===== config.mk =====
export PLATFORM = sky130hd
export DESIGN_NAME = comp_operand_sequencer
export DESIGN_NICKNAME = d
export VERILOG_FILES = /design/src/rtl/comp_operand_sequencer.sv
export SDC_FILE = /design/constraint.sdc
export NUM_CORES = 1
export LEC_CHECK = 0
export ABC_AREA = 0
export CORE_ASPECT_RATIO = 0.9
export CORE_UTILIZATION = 55
export CTS_CLUSTER_DIAMETER = 200
export CTS_CLUSTER_SIZE = 28
export DETAILED_ROUTE_END_ITERATION = 6
export DONT_BUFFER_PORTS = 1
export GPL_TIMING_DRIVEN = 0
export PLACE_DENSITY = 0.7
export SYNTH_ARGS = -nofsm -noshare
export SYNTH_HDL_FRONTEND = slang
export SYNTH_SLANG_ARGS = --single-unit

===== constraint.sdc =====
create_clock -name clk -period 8.5 [get_ports clk]
set_clock_uncertainty 0.1 [all_clocks]
set_input_delay 0.85 -clock clk [delete_from_list [all_inputs] [get_ports clk]]
set_output_delay 0.85 -clock clk [all_outputs]
set_load 0.005 [all_outputs]

===== src/rtl/comp_operand_sequencer.sv =====
// Operand sequencer: holds two 3x3 operand matrices and streams them to the
// serial MAC, the 3x3 systolic array or the 2x2 systolic array.
module comp_operand_sequencer #(
  parameter int unsigned DRAIN3 = 4,
  parameter int unsigned DRAIN2 = 2
) (
  input  logic       clk,
  input  logic       rst,
  input  logic       start,
  input  logic [1:0] mode,
  input  logic       ld_en,
  input  logic       ld_b,
  input  logic [3:0] ld_addr,
  input  logic [7:0] ld_data,
  output logic [7:0] a_1,
  output logic [7:0] a_2,
  output logic [7:0] a_3,
  output logic [7:0] b_1,
  output logic [7:0] b_2,
  output logic [7:0] b_3,
  output logic [1:0] sel_m,
  output logic       mux_reset,
  output logic       P1_en,
  output logic [1:0] P2_en,
  output logic [2:0] c_sel,
  output logic       busy,
  output logic       done
);

  localparam int unsigned CNT_W  = 8;
  localparam int unsigned DW     = 8;
  localparam int unsigned N_ELEM = 9;

  localparam logic [1:0] M_NONE = 2'b00;
  localparam logic [1:0] M_SER  = 2'b01;
  localparam logic [1:0] M_S3   = 2'b10;
  localparam logic [1:0] M_S2   = 2'b11;

  localparam logic [CNT_W-1:0] SER_LAST  = CNT_W'(26);
  localparam logic [CNT_W-1:0] S3_LAST   = CNT_W'(4);
  localparam logic [CNT_W-1:0] S2_LAST   = CNT_W'(2);
  localparam logic [CNT_W-1:0] READ_LAST = CNT_W'(3);
  localparam logic [CNT_W-1:0] D3_LAST   = CNT_W'(DRAIN3 - 1);
  localparam logic [CNT_W-1:0] D2_LAST   = CNT_W'(DRAIN2 - 1);
  localparam logic             HAS_D3    = (DRAIN3 != 0);
  localparam logic             HAS_D2    = (DRAIN2 != 0);

  typedef enum logic [2:0] {S_IDLE, S_FEED, S_DRAIN, S_READ, S_DONE} state_t;

  state_t               state_q;
  logic [1:0]           mode_q;
  logic [CNT_W-1:0]     cnt_q;
  logic [1:0]           i_q, j_q, k_q;
  logic [DW-1:0]        mat_a_q [N_ELEM];
  logic [DW-1:0]        mat_b_q [N_ELEM];

  logic [2:0][DW-1:0]   a_q, a_d, b_q, b_d;
  logic [1:0]           sel_m_q;
  logic                 mux_q, mux_d;
  logic                 p1_q, p1_d;
  logic [1:0]           p2_q, p2_d;
  logic [2:0]           csel_q, csel_d;
  logic                 busy_q, busy_d;
  logic                 done_q, done_d;
  logic [CNT_W-1:0]     lane_lim;
  int                   lane_cnt;

  assign a_1       = a_q[0];
  assign a_2       = a_q[1];
  assign a_3       = a_q[2];
  assign b_1       = b_q[0];
  assign b_2       = b_q[1];
  assign b_3       = b_q[2];
  assign sel_m     = sel_m_q;
  assign mux_reset = mux_q;
  assign P1_en     = p1_q;
  assign P2_en     = p2_q;
  assign c_sel     = csel_q;
  assign busy      = busy_q;
  assign done      = done_q;

  // Output values for the current state/cycle; registered on the next edge.
  always_comb begin
    a_d      = '0;
    b_d      = '0;
    mux_d    = 1'b0;
    p1_d     = 1'b0;
    p2_d     = 2'b00;
    csel_d   = 3'd0;
    busy_d   = 1'b0;
    done_d   = 1'b0;
    lane_lim = '0;
    lane_cnt = 0;
    if (mode_q == M_S3) begin
      lane_lim = CNT_W'(2);
      lane_cnt = 3;
    end else if (mode_q == M_S2) begin
      lane_lim = CNT_W'(1);
      lane_cnt = 2;
    end
    case (state_q)
      S_FEED: begin
        busy_d = 1'b1;
        if (mode_q == M_SER) begin
          a_d[0] = mat_a_q[4'(i_q) * 4'd3 + 4'(k_q)];
          b_d[0] = mat_b_q[4'(k_q) * 4'd3 + 4'(j_q)];
          mux_d  = (k_q == 2'd0);
        end else begin
          p1_d = (mode_q == M_S3);
          p2_d = (mode_q == M_S2) ? 2'b01 : 2'b00;
          // Lane l is skewed by l cycles: row l of A, column l of B.
          for (int l = 0; l < 3; l++) begin
            if (l < lane_cnt && cnt_q >= CNT_W'(l) &&
                (cnt_q - CNT_W'(l)) <= lane_lim) begin
              a_d[l] = mat_a_q[4'(3 * l) + 4'(cnt_q - CNT_W'(l))];
              b_d[l] = mat_b_q[4'(cnt_q - CNT_W'(l)) * 4'd3 + 4'(l)];
            end
          end
        end
      end
      S_DRAIN: begin
        busy_d = 1'b1;
        p1_d   = (mode_q == M_S3);
        p2_d   = (mode_q == M_S2) ? 2'b01 : 2'b00;
      end
      S_READ: begin
        busy_d = 1'b1;
        p2_d   = 2'b10;
        csel_d = 3'(cnt_q);
      end
      S_DONE: done_d = 1'b1;
      default: ;
    endcase
  end

  // State machine, matrix store and output registers.
  always_ff @(posedge clk) begin
    if (!rst) begin
      state_q <= S_IDLE;
      mode_q  <= M_NONE;
      cnt_q   <= '0;
      i_q     <= 2'd0;
      j_q     <= 2'd0;
      k_q     <= 2'd0;
      for (int unsigned e = 0; e < N_ELEM; e++) begin
        mat_a_q[e] <= '0;
        mat_b_q[e] <= '0;
      end
      a_q     <= '0;
      b_q     <= '0;
      sel_m_q <= 2'b00;
      mux_q   <= 1'b0;
      p1_q    <= 1'b0;
      p2_q    <= 2'b00;
      csel_q  <= 3'd0;
      busy_q  <= 1'b0;
      done_q  <= 1'b0;
    end else begin
      a_q     <= a_d;
      b_q     <= b_d;
      sel_m_q <= mode_q;
      mux_q   <= mux_d;
      p1_q    <= p1_d;
      p2_q    <= p2_d;
      csel_q  <= csel_d;
      busy_q  <= busy_d;
      done_q  <= done_d;

      if (ld_en && !busy_q && ld_addr <= 4'd8) begin
        if (ld_b) mat_b_q[ld_addr] <= ld_data;
        else      mat_a_q[ld_addr] <= ld_data;
      end

      case (state_q)
        S_IDLE: begin
          if (start && mode != M_NONE) begin
            state_q <= S_FEED;
            mode_q  <= mode;
            cnt_q   <= '0;
            i_q     <= 2'd0;
            j_q     <= 2'd0;
            k_q     <= 2'd0;
          end
        end
        S_FEED: begin
          cnt_q <= cnt_q + CNT_W'(1);
          if (mode_q == M_SER) begin
            k_q <= k_q + 2'd1;
            if (k_q == 2'd2) begin
              k_q <= 2'd0;
              j_q <= j_q + 2'd1;
              if (j_q == 2'd2) begin
                j_q <= 2'd0;
                i_q <= i_q + 2'd1;
              end
            end
            if (cnt_q == SER_LAST) state_q <= S_DONE;
          end else if (mode_q == M_S3) begin
            if (cnt_q == S3_LAST) begin
              cnt_q   <= '0;
              state_q <= HAS_D3 ? S_DRAIN : S_DONE;
            end
          end else if (cnt_q == S2_LAST) begin
            cnt_q   <= '0;
            state_q <= HAS_D2 ? S_DRAIN : S_READ;
          end
        end
        S_DRAIN: begin
          cnt_q <= cnt_q + CNT_W'(1);
          if (mode_q == M_S3 && cnt_q == D3_LAST) begin
            cnt_q   <= '0;
            state_q <= S_DONE;
          end else if (mode_q == M_S2 && cnt_q == D2_LAST) begin
            cnt_q   <= '0;
            state_q <= S_READ;
          end
        end
        S_READ: begin
          cnt_q <= cnt_q + CNT_W'(1);
          if (cnt_q == READ_LAST) begin
            cnt_q   <= '0;
            state_q <= S_DONE;
          end
        end
        S_DONE:  state_q <= S_IDLE;
        default: state_q <= S_IDLE;
      endcase
    end
  end

endmodule

* After elaboration in Yosys (flattened, before gate mapping) *
Memories as Yosys holds them, arrays and structs flattened. A register that Yosys moved wholly into a read port is not among the register bits.
Cells that the tools add are included.

storage, ports and cells
  bits in latches = 0
  bits in read-only memories = 0
  output and inout bits = 59
  register bits = 46
  logic and storage cells = 165
  memories = 2
  bits of input ports = 19
  memory bits (writable) = 144

memory list
  name     depth  bits a word  read ports  clocked after Yosys merged registers in  wr ports  line  RTL
  mat_a_q  9      8            4           3                                        9         54    logic [DW-1:0] mat_a_q [N_ELEM];
  mat_b_q  9      8            4           2                                        9         55    logic [DW-1:0] mat_b_q [N_ELEM];

operators by class
  multiplexer cells = 63
  divide/modulo/power cells = 0
  $add $sub $neg = 12
  $mul = 5
  equality and inequality tests = 23
  $lt $le $gt $ge = 10
  bitwise operators = 4
  shift-type cells = 0
  reductions and logical operators = 31

operator list
  kind                                                         count
  2-to-1 mux 8 bit                                             14
  less-than comparator 1 x 32 -> 1 bit (first input constant)  1
  less-than comparator 2 x 32 -> 1 bit (first input constant)  1
  less-than comparator 3 x 32 -> 1 bit (first input constant)  1
  one-hot mux 8 bit (4 select lines)                           1
  2-to-1 mux 3 bit                                             9
  <= comparator 8 bit                                          3
  2-to-1 mux 2 bit                                             12
  2-to-1 mux 1 bit                                             17
  == test 8 x 2 -> 1 bit (second input constant)               2
  >= comparator 8 x 1 -> 1 bit (second input constant)         2
  2-to-1 mux 4 bit                                             4
  OR reduction 8 bit                                           2
  multiplier 4 x 2 -> 4 bit (second input constant)            3
  one-hot mux 2 bit (2 select lines)                           3
  one-hot mux 3 bit (4 select lines)                           1
  logical AND 1 bit                                            11
  inequality test 2 bit (second input constant)                5
  adder 4 x 2 -> 4 bit                                         2
  adder 8 x 1 -> 8 bit (second input constant)                 1
  == test 2 bit (second input constant)                        4
  == test 8 x 1 -> 1 bit (second input constant)               1
  == test 8 x 3 -> 1 bit (second input constant)               1
  == test 8 x 5 -> 1 bit (second input constant)               1
  31 further kinds                                             46

* Logic depth before layout (Yosys ltp) *
  depth in word-level cells = 8
  gate-level depth with buffers = 20
  gate-level depth less buffers = 11

* Least setup slack after synthesis *
Ideal clock, no wire load.

  kind = register to register
  from = register cnt_q[0]
  to = register b_q (netlist bit b_2[5])
  cell stages (with the launch flop) = 18
  path buffers = 10
  clock period less this slack = 4.843 ns
  setup time = 0.138 ns
  arrival time = 4.606 ns
  data required time = 8.262 ns
  path slack = 3.657 ns
  cells stage by stage = dfxtp_1 buf_4 buf_4 buf_4 buf_4 buf_2 inv_1 ha_1 clkbuf_1 clkbuf_1 clkbuf_1 inv_1 ha_1 xnor2_1 clkbuf_1 clkbuf_1 mux2i_1 a211oi_1

on the way
  cells in the longest elaborated chain, start to end = 5
  elaborated cells on any way between the ends = 9
  those cells by class = 2 x add/sub; 1 x mul; 2 x order compare; 1 x bitwise; 3 x reduce/logical

RTL lines
  item                                                                               line  RTL
  start, declared                                                                    52    logic [CNT_W-1:0] cnt_q;
  start signal, assigned                                                             186   cnt_q <= cnt_q + CNT_W'(1);
  start signal, assigned                                                             209   cnt_q <= cnt_q + CNT_W'(1);
  start signal, assigned                                                             219   cnt_q <= cnt_q + CNT_W'(1);
  parallel branches: the longest is 5 deep, another holds subtractor 8 x 1 -> 8 bit  -
  end signal, assigned                                                               150   b_q <= '0;
  end signal, assigned                                                               160   b_q <= b_d;
  end, declared                                                                      57    logic [2:0][DW-1:0] a_q, a_d, b_q, b_d;

Parallel ways; which one is timed is not known.
A chain may end at the register's enable or synchronous reset.

* Worst setup path after layout *
  from = register cnt_q[0]
  to = register b_q (netlist bit b_2[2])

Same word-level chain as after synthesis.

==> summary.txt <==
Worst setup path
  – Worst EP required: 8810 ps
  – Largest delay share family, worst path: buffers and inverters
  – FF-to-FF Start: cnt_q[0]$_SDFFE_PN0P_
  – Crit Path Category: register to register
  – CP Max Fanout: 10
  – Critical path data arrival time: 8320 ps
  – Crit-path max cell delay: 790 ps
  – CP bufs+invs: 12
  – Worst path most repeated cell: clkbuf_1
  – Worst Setup SP: cnt_q[0]$_SDFFE_PN0P_
  – Element type at the critical path end: register
  – CP cell instances: buf_4, buf_4, buf_4, buf_4, buf_2, inv_1, ha_1, clkbuf_1, clkbuf_1, clkbuf_1, inv_1, ha_1, xnor2_1, clkbuf_1, clkbuf_1, a211oi_1, a211oi_1
  – Nature of the critical path startpoint: register
  – Crit-path slowest cell: clkbuf_1

Global routing
  – Gr busiest metal: met2
  – GR met1 Demand/Resource: 46.7%
  – Initial antenna violation count: 0
  – Largest net degree at the start of global routing: 30
  – Grt ovf: 0
  – Routing usage on met2: around half
  – GRT Util Overall: 33.5%
  – Vias in the first global route: approximately 13k
  – M3 GR Usage: 12.3%
  – First-pass GRT wire length: 87.6 mm

Synthesis
  – Area share of the largest cell type after synthesis: 39.0%
  – Area leader, netlist: edfxtp_1
  – Seq/Total Area, Yosys: a little under half
  – FF+latch count, synth: 338
  – Synth top area cells: edfxtp_1 39%, mux4_2 28%, dfxtp_1 8.3%, and2_1 4.7%, ha_1 2.5%
  – Mapped Area: 19,700 um2
  – Asr flop ratio synth: 0%
  – Avg Cell Area, Syn: between 10 and 15 um2
  – Mapped Cells: 1,350
  – Post-synth EDFFs: around 260
  – Yosys cell types: 58
  – Top FF cell, synth: edfxtp_1
  – Yosys warnings: 0

Timing
  – Slew @ Worst Pin: 1390 ps
  – Slew HR: 6.50%
  – Final Cycle Share: 94.2%
  – Final Critical Period: 8010 ps
  – Final hold violation count: 0
  – Final Setup Violations: 0
  – FMAX: between 0.1 and 0.15 GHz
  – Final setup TNS: 0 ps
  – Final Max Tran Viols: 0
  – RSZ-0062 raised after global routing: no
  – Setup WS post-layout: 493 ps
  – Hold Slack: 273 ps

Floorplanning
  – I/O pin count: 78
  – Die width: 202 um
  – Core Region: 35,100 um2
  – Die area: 36,600 um2
  – Num rows: 65
  – Starting Density: 56.1%
  – Die H: between 150 and 200 um

Route
  – Drt pass-1 iters: 5
  – Final WL: just over 60 mm
  – Vias/cell: 6.98
  – 1st-iter DRT viols: 2,162
  – Vias: 13.8k
  – Post-route ant nets: 0
  – Residual DRC: 0
  – Avg WL per Cell: 31.0 um

Place
  – I/O Buffers: 0
  – GPL Wtd Cong: 0.954
  – Cell Area, Placed: approximately 21,000 um2
  – Dpl ws: 775 ps
  – DP Cell Count: a little under 2k
  – Post-DP HPWL: 43.6 mm

Pwr
  – Total power: 5.56 mW
  – P per Cell Area: 261 nW/um2
  – Leak: about 7.4 nW
  – Worst IR Drop VDD: about 0.00016 V

Cells and area
  – Layout cells sized above 1: 21.6%
  – Most frequent cells in the layout: 256 x edfxtp_1, 248 x mux4_2, 149 x and2_1
  – Top flop regs: mat_a_q: 128 flops, mat_b_q: 128 flops
  – Post-route cell area: about 21,000 um2
  – Post-layout nets: about 1.6k
  – # fillers: 2,746
  – Most common cell after layout, fill and taps aside: edfxtp_1
  – Finished Layout Cells: around 2.0k
  – Final Util: about three fifths
  – Area delta synth->final: 8.23%

Clocking
  – Root buffer cell: clkbuf_16
  – CTS tree: built
  – Maximum clock insertion buffer count: 3
  – Clk sinks: 338
  – Post-CTS Setup Bufs: 0
  – Clock-pin slew on the worst setup and hold paths: around 120 ps
  – Post-CTS sizing: 0
  – CTS Buf Count: 16
  – Worst-Skew Late Latency: 560 ps
  – H-tree depth: 1
  – Hold Buf Count CTS: 0

Job
  – Max cap viols: 0

Min path
  – Hold_sp: ld_data[4]
  – Hold Path Class: input port to register

Run status
  – Outcome: finished, final reports clean
==> power breakdown <==
part / leakage [nW] / total [mW] / internal, mW / switching, mW
Clock: 0.227 / 0.916 / 0.370 / 0.545
Combinational: 3.96 / 2.68 / 1.16 / 1.53
Sequential: 3.25 / 1.96 / 1.87 / 0.0948
Total: 7.43 / 5.56 / 3.40 / 2.17
==> layout make-up <==
class	instances	area [um2]	area share (%)
clock inverter	2	46.3	0.217
antenna	1	2.50	0.0117
inverter	61	229	1.07
tap	469	587	2.75
clock buffer	26	438	2.05
timing repair buffer	12	116	0.546
buffer	103	450	2.11
sequential	338	9330	43.7
multi-input combinational	959	10100	47.5
==> per-layer routing <==
layer	routed length (um)	part of all wire, %	vias to the layer above
li1	-	-	5488
met1	22600	37	6863
met2	26700	44	1241
met3	9340	15	175
met4	2330	3.8	0
met5	0	0	-
==> cell usage after synthesis, types with 7 or more instances <==
cell type  instances
o22ai_1           19
clkbuf_1          65
a21oi_1           23
buf_1              7
ha_1              39
dfxtp_1           82
mux4_2           248
edfxtp_1         256
o221ai_1          13
inv_1             60
nor3_1             7
a21o_1             8
mux2i_1           45
xnor2_1           12
a211oi_1          18
a31oi_1           11
nor2b_1           18
nor2_1            68
nand2_1           43
o21ai_0           28
nand2b_1           9
and2_1           149
nand3_1           19
buf_2             24
==> path summary, 6_finish.rpt <==
| check | end | slack, ps | cells after the start |
|---|---|---|---|
| worst min-delay path | mat_a_q[12][4]$_DFFE_PP_ | 270 | 0 |
| worst max register to register | b_2[2]$_SDFF_PP0_ | 490 | 17 |
| worst max-delay path | b_2[2]$_SDFF_PP0_ | 490 | 17 |
| worst min register to register | j_q[1]$_SDFFE_PN0P_ | 460 | 2 |
==> kinds of logic after synthesis <==
group	synth area share, %
AND/OR/NAND/NOR	10.0
flip-flops	47.3
multiplexers	30.7
buffers and inverters	3.45
AO/OA/AOI/OAI	4.69
adder cells (fa/ha/maj)	2.98
XOR/XNOR	0.756
other	0.0190
(Power assumes the default switching activity.)
